File: src/rtl/keypad_scanner.sv
// 4x4 matrix keypad scanner: strobes one column at a time, debounces all 16 keys
// and reports each new press as a one-cycle key-code pulse, lowest code first.
module keypad_scanner #(
    parameter int SCAN_DIV       = 50000,
    parameter int DEBOUNCE_SCANS = 4
) (
    input  logic        clk,
    input  logic        rst,
    input  logic [3:0]  KEY_ROW,
    output logic [3:0]  KEY_COL,
    output logic [15:0] key_map,
    output logic        key_valid,
    output logic [3:0]  key_code
);

    localparam int               DIV_W    = (SCAN_DIV > 1) ? $clog2(SCAN_DIV) : 1;
    localparam logic [DIV_W-1:0] DIV_LAST = DIV_W'(SCAN_DIV - 1);
    localparam logic [3:0]       DB_LAST  = 4'(DEBOUNCE_SCANS - 1);

    logic [DIV_W-1:0] div_q, div_d;
    logic [1:0]       col_q, col_d;
    logic [15:0]      map_q, map_d;
    logic [15:0]      pend_q, pend_d;
    logic [3:0]       cnt_q [16];
    logic [3:0]       cnt_d [16];
    logic             valid_q, valid_d;
    logic [3:0]       code_q, code_d;

    logic             sample;
    logic [3:0]       raw;
    logic [3:0]       k;
    logic [15:0]      grant;

    always_comb begin
        // NOTE: every combinational output gets a default first so no path leaves it unassigned (no latch).
        sample  = (div_q == DIV_LAST);
        div_d   = sample ? '0 : div_q + 1'b1;
        col_d   = sample ? col_q + 2'd1 : col_q;
        raw     = ~KEY_ROW;
        k       = '0;
        map_d   = map_q;
        cnt_d   = cnt_q;
        valid_d = |pend_q;
        code_d  = code_q;

        // Only the four keys of the column being driven see a sample this cycle.
        if (sample) begin
            for (int r = 0; r < 4; r++) begin
                k = {col_q, r[1:0]};
                if (raw[r] == map_q[k]) begin
                    cnt_d[k] = '0;
                end else if (cnt_q[k] == DB_LAST) begin
                    map_d[k] = ~map_q[k];
                    cnt_d[k] = '0;
                end else begin
                    cnt_d[k] = cnt_q[k] + 4'd1;
                end
            end
        end

        // Two's-complement trick isolates the lowest pending bit.
        grant = pend_q & (~pend_q + 16'd1);
        for (int i = 15; i >= 0; i--) begin
            if (pend_q[i]) code_d = 4'(i);
        end

        // A new press on the bit being granted this cycle stays pending.
        pend_d = (pend_q & ~grant) | (map_d & ~map_q);
    end

    always_ff @(posedge clk or negedge rst) begin
        if (!rst) begin
            div_q   <= '0;
            col_q   <= '0;
            map_q   <= '0;
            pend_q  <= '0;
            valid_q <= 1'b0;
            code_q  <= '0;
            // NOTE: the counter array is cleared on reset so a key held through reset must debounce again from zero.
            for (int i = 0; i < 16; i++) cnt_q[i] <= '0;
        end else begin
            // NOTE: non-blocking assignments so every register updates from pre-edge values.
            div_q   <= div_d;
            col_q   <= col_d;
            map_q   <= map_d;
            pend_q  <= pend_d;
            valid_q <= valid_d;
            code_q  <= code_d;
            cnt_q   <= cnt_d;
        end
    end

    assign KEY_COL   = ~(4'b0001 << col_q);
    assign key_map   = map_q;
    assign key_valid = valid_q;
    assign key_code  = code_q;

endmodule

File: config.mk
export PLATFORM = sky130hd
export DESIGN_NAME = keypad_scanner
export DESIGN_NICKNAME = d
export VERILOG_FILES = /design/src/rtl/keypad_scanner.sv
export SDC_FILE = /design/constraint.sdc
export NUM_CORES = 1
export LEC_CHECK = 0
export CAP_MARGIN = 10
export CELL_PAD_IN_SITES_DETAIL_PLACEMENT = 0
export CELL_PAD_IN_SITES_GLOBAL_PLACEMENT = 2
export CORE_MARGIN = 10
export CORE_UTILIZATION = 36
export CTS_CLUSTER_DIAMETER = 150
export CTS_CLUSTER_SIZE = 16
export DETAILED_ROUTE_END_ITERATION = 6
export MAX_ROUTING_LAYER = met4
export PLACE_DENSITY = 0.85
export SKIP_CTS_REPAIR_TIMING = 1
export SLEW_MARGIN = 40
export SYNTH_ARGS = -nofsm -noshare
export SYNTH_HDL_FRONTEND = slang
export SYNTH_SLANG_ARGS = --single-unit
File: constraint.sdc
create_clock -name clk -period 2.25 [get_ports clk]
set_input_delay 0.45 -clock clk [delete_from_list [all_inputs] [get_ports clk]]
set_output_delay 0.45 -clock clk [all_outputs]
set_load 0.1 [all_outputs]
==> results.py <==
metrics = {
    "timing": {
        "hold_violations": 0,
        "rsz0062_at_grt": "yes",
        "hold_ws_ns": 0.01868,
        "finalCriticalPeriod_ns": 2.224,
        "max_freq_mhz": 449.6,
        "slew_headroom_pct": 63.42,
        "final.setup.tns_ns": 0,
        "clock_skew_ns": 0.006164,
        "final_max_slew_viol_count": 0,
        "final-setup-viol-count": 0,
        "worstMarginPinSlew_ns": 0.5486,
        "fin_crit_sh_pct": 98.86,
    },
    "clock_tree": {
        "cts_inserted_buffers": 17,
        "clock-sinks": 119,
        "cts.path.max_buffers": 2,
        "clk_latency_ns": 0.42,
        "path_clk_slew_ns": 0.06,
        "htreeDepth": 4,
        "cts_root_buf": "clkbuf_16",
        "cts_tree": "done",
    },
    "pwr": {
        "power.density_nw_per_um2": 690.5,
        "p_clk_share_pct": 55.6,
        "pwr-share-seq_pct": 41.3,
        "p_sw_w": 0.001136,
        "p_comb_share_pct": 3.0,
        "internal_power_w": 0.004081,
        "swShare_pct": 21.78,
        "p_leak_nw": 3.251,
        "ir_drop_mv": 0.4965,
    },
    "drt": {
        "routed_wl_mm": 13.91,
        "drtAntennaViolNets": 0,
        "vias_per_cell": 5.140,
        "firstDrtPassIters": 4,
        "drcViolationCount": 0,
        "drt_iter0_markers": 288,
        "avgRoutedWirePerCell_um": 16.10,
        "vias": 4441,
    },
    "die": {
        "num_io_pins": 31,
        "core_um2": 15310,
        "dieArea_um2": 21120,
        "die_w_um": 145.3,
        "start_util_pct": 36.93,
        "die_h_um": 145.3,
        "rows": 45,
    },
    "finish": {
        "area_delta_synth_final_pct": 33.58,
        "drive_gt1_share_pct": 29.25,
        "layout.nets": 655,
        "diodes": 0,
        "final_common_cell": "dfrtp_1",
        "final_cell_mix": "dfrtp_1, nand2_1, buf_4, o21ai_0, nor2_1",
    },
    "placed_design": {
        "port_buffers": 30,
        "dp_hpwl_mm": 9.881,
        "place_congestion": 0.8047,
    },
    "yosys": {
        "yosys_warnings": 0,
        "ys_ff_latch": 119,
        "ys_types": 43,
        "avgSynthCellArea_um2": 10.34,
        "ys_seq_area_share_pct": 52.65,
        "syn_inst": 547,
        "syn-num-nets": 562,
        "synth.cell_area_um2": 5655,
    },
    "setup_path": {
        "cpPeakStageDelay_ns": 0.52,
        "cp-start-kind": "flip-flop",
        "critPathRequiredTime_ns": 2.57,
        "path_buf_inv": 1,
        "critPathSlowestCell": "mux4_2",
        "worst_path_dominant_cell_family": "simple AND/OR/NAND/NOR gates",
        "path_common_cell": "or3_4",
        "cp.arrival_ns": 2.55,
        "worstPathMaxFanout": 6,
        "critPathCaptureType": "flip-flop",
        "critical_path_class": "reg2reg",
        "worstPathCellList": "buf_12 -> mux4_2 -> or3_4 -> or3_4 -> o31ai_1",
    },
    "min_path": {
        "hold_class": "in2async",
    },
    "global_route": {
        "antenna_found_initial": 0,
        "grt_use_total_pct": 13.98,
        "grt_overflow": 0,
        "grt_max_degree": 39,
        "grt_pass1_vias": 4482,
        "grt_pass1_wl_mm": 23.40,
    },
    "job": {
        "cap_violations": 0,
    },
    "status": {
        "status": "complete, no violations",
    },
}
[worst paths after layout]
path / start / endpoint / slack [ns] / cells past startpoint
worst max-delay path: col_q[0] / pend_q[4] / 0.03 / 5
worst min-delay path: rst / div_q[1] / 0.02 / 1
worst max register to register: col_q[0] / pend_q[4] / 0.03 / 5
worst min register to register: cnt_q[0] / cnt_q[0] / 0.48 / 2
max in group asynchronous: rst / key_map[15] / 1.64 / 2
min in group clk: cnt_q[0] / cnt_q[0] / 0.48 / 2
[layer usage]
metal | up-vias | GRT usage (%) | routed length [um]
met5 | - | - | 0
met4 | 0 | 5.511 | 249
met3 | 22 | 3.384 | 574
met2 | 95 | 22.05 | 6836
met1 | 2192 | 16.96 | 6253
li1 | 2132 | - | -
[power groups by stage]
stage	Sequential, W	Clock, W	Combinational [W]
6_report	0.00216	0.00290	0.000158
4_1_cts	0.00215	0.00295	0.000162
3_5_place_dp	0.00219	0	0.000161
3_3_place_gp	0.00219	0	0.000160
2_1_floorplan	0.00224	0	0.0000189
5_1_grt	0.00216	0.00304	0.000173
[sequential cells by signal, indices dropped and copies added, names as in the netlist]
register	cells
key_valid	1
cnt_q	64
col_q	2
div_q	16
pend_q	16
key_code	4
key_map	16
[final cells by class]
| type | instances | area (um2) |
|---|---|---|
| fillers | 1379 | 7760 |
| flip-flops and latches | 119 | 2994 |
| multi-input cells | 383 | 2664 |
| repair buffers | 99 | 915.9 |
| clock buffers | 18 | 439.2 |
| well taps | 211 | 264.0 |
| clock inverters | 14 | 198.9 |
| inverters | 20 | 78.83 |
[logic make-up after synthesis]
family | count (synthesis) | share of synthesized area (%)
AND/OR/NAND/NOR | 189 | 15.93
buffers and inverters | 45 | 3.318
AO/OA/AOI/OAI | 137 | 13.56
flip-flops | 119 | 52.65
multiplexers | 25 | 8.850
adder cells (fa/ha/maj) | 9 | 1.991
XOR/XNOR | 23 | 3.695
[synth_stat cells (all sizes together)]
master  count  area (um2)
clkbuf     19       71.32
a21oi      11       55.05
nor2       29       111.4
or4b        2       20.02
a21boi      1       7.510
nand4       5       31.28
or3b        1       8.760
nor4        2       27.53
o41ai       1       8.760
or4bb       2       22.52
ha          9       112.6
dfrtp     119        2978
a31oi       8       50.05
nor3b       4       35.03
a221o       1       10.01
nand3b      7       52.55
xnor2      17       156.4
buf         6       41.28
nor2b       3       18.77
o21ai      91       455.4
xor2        6       52.55
nor3        9       45.04
or3         7       48.80
and2        3       18.77
nand2b      2       12.51
or4         2       15.01
nand3      11       55.05
o31ai      21       157.7
mux2i       5       50.05
mux4       20       450.4
or2         1       6.260
nand2      99       371.6
o21bai      1       7.510
a211oi      2       15.01
inv        20       75.07
[metrics by stage]
step / instance area, um2 / total power [W] / utilization, % / cells / worst slack [ns]
floorplan: 5727 / 0.002260 / - / 547 / -0.07949
global placement: 6666 / 0.002353 / 43.53 / 821 / 0.01654
detailed placement: 6666 / 0.002354 / 43.53 / 821 / -0.02374
CTS: 7305 / 0.005262 / 47.70 / 853 / -0.08480
global route: 7555 / 0.005370 / 49.33 / 864 / -0.04050
finish: 7555 / 0.005217 / 49.33 / 864 / 0.02566
Power figures use the tool's default switching activity.
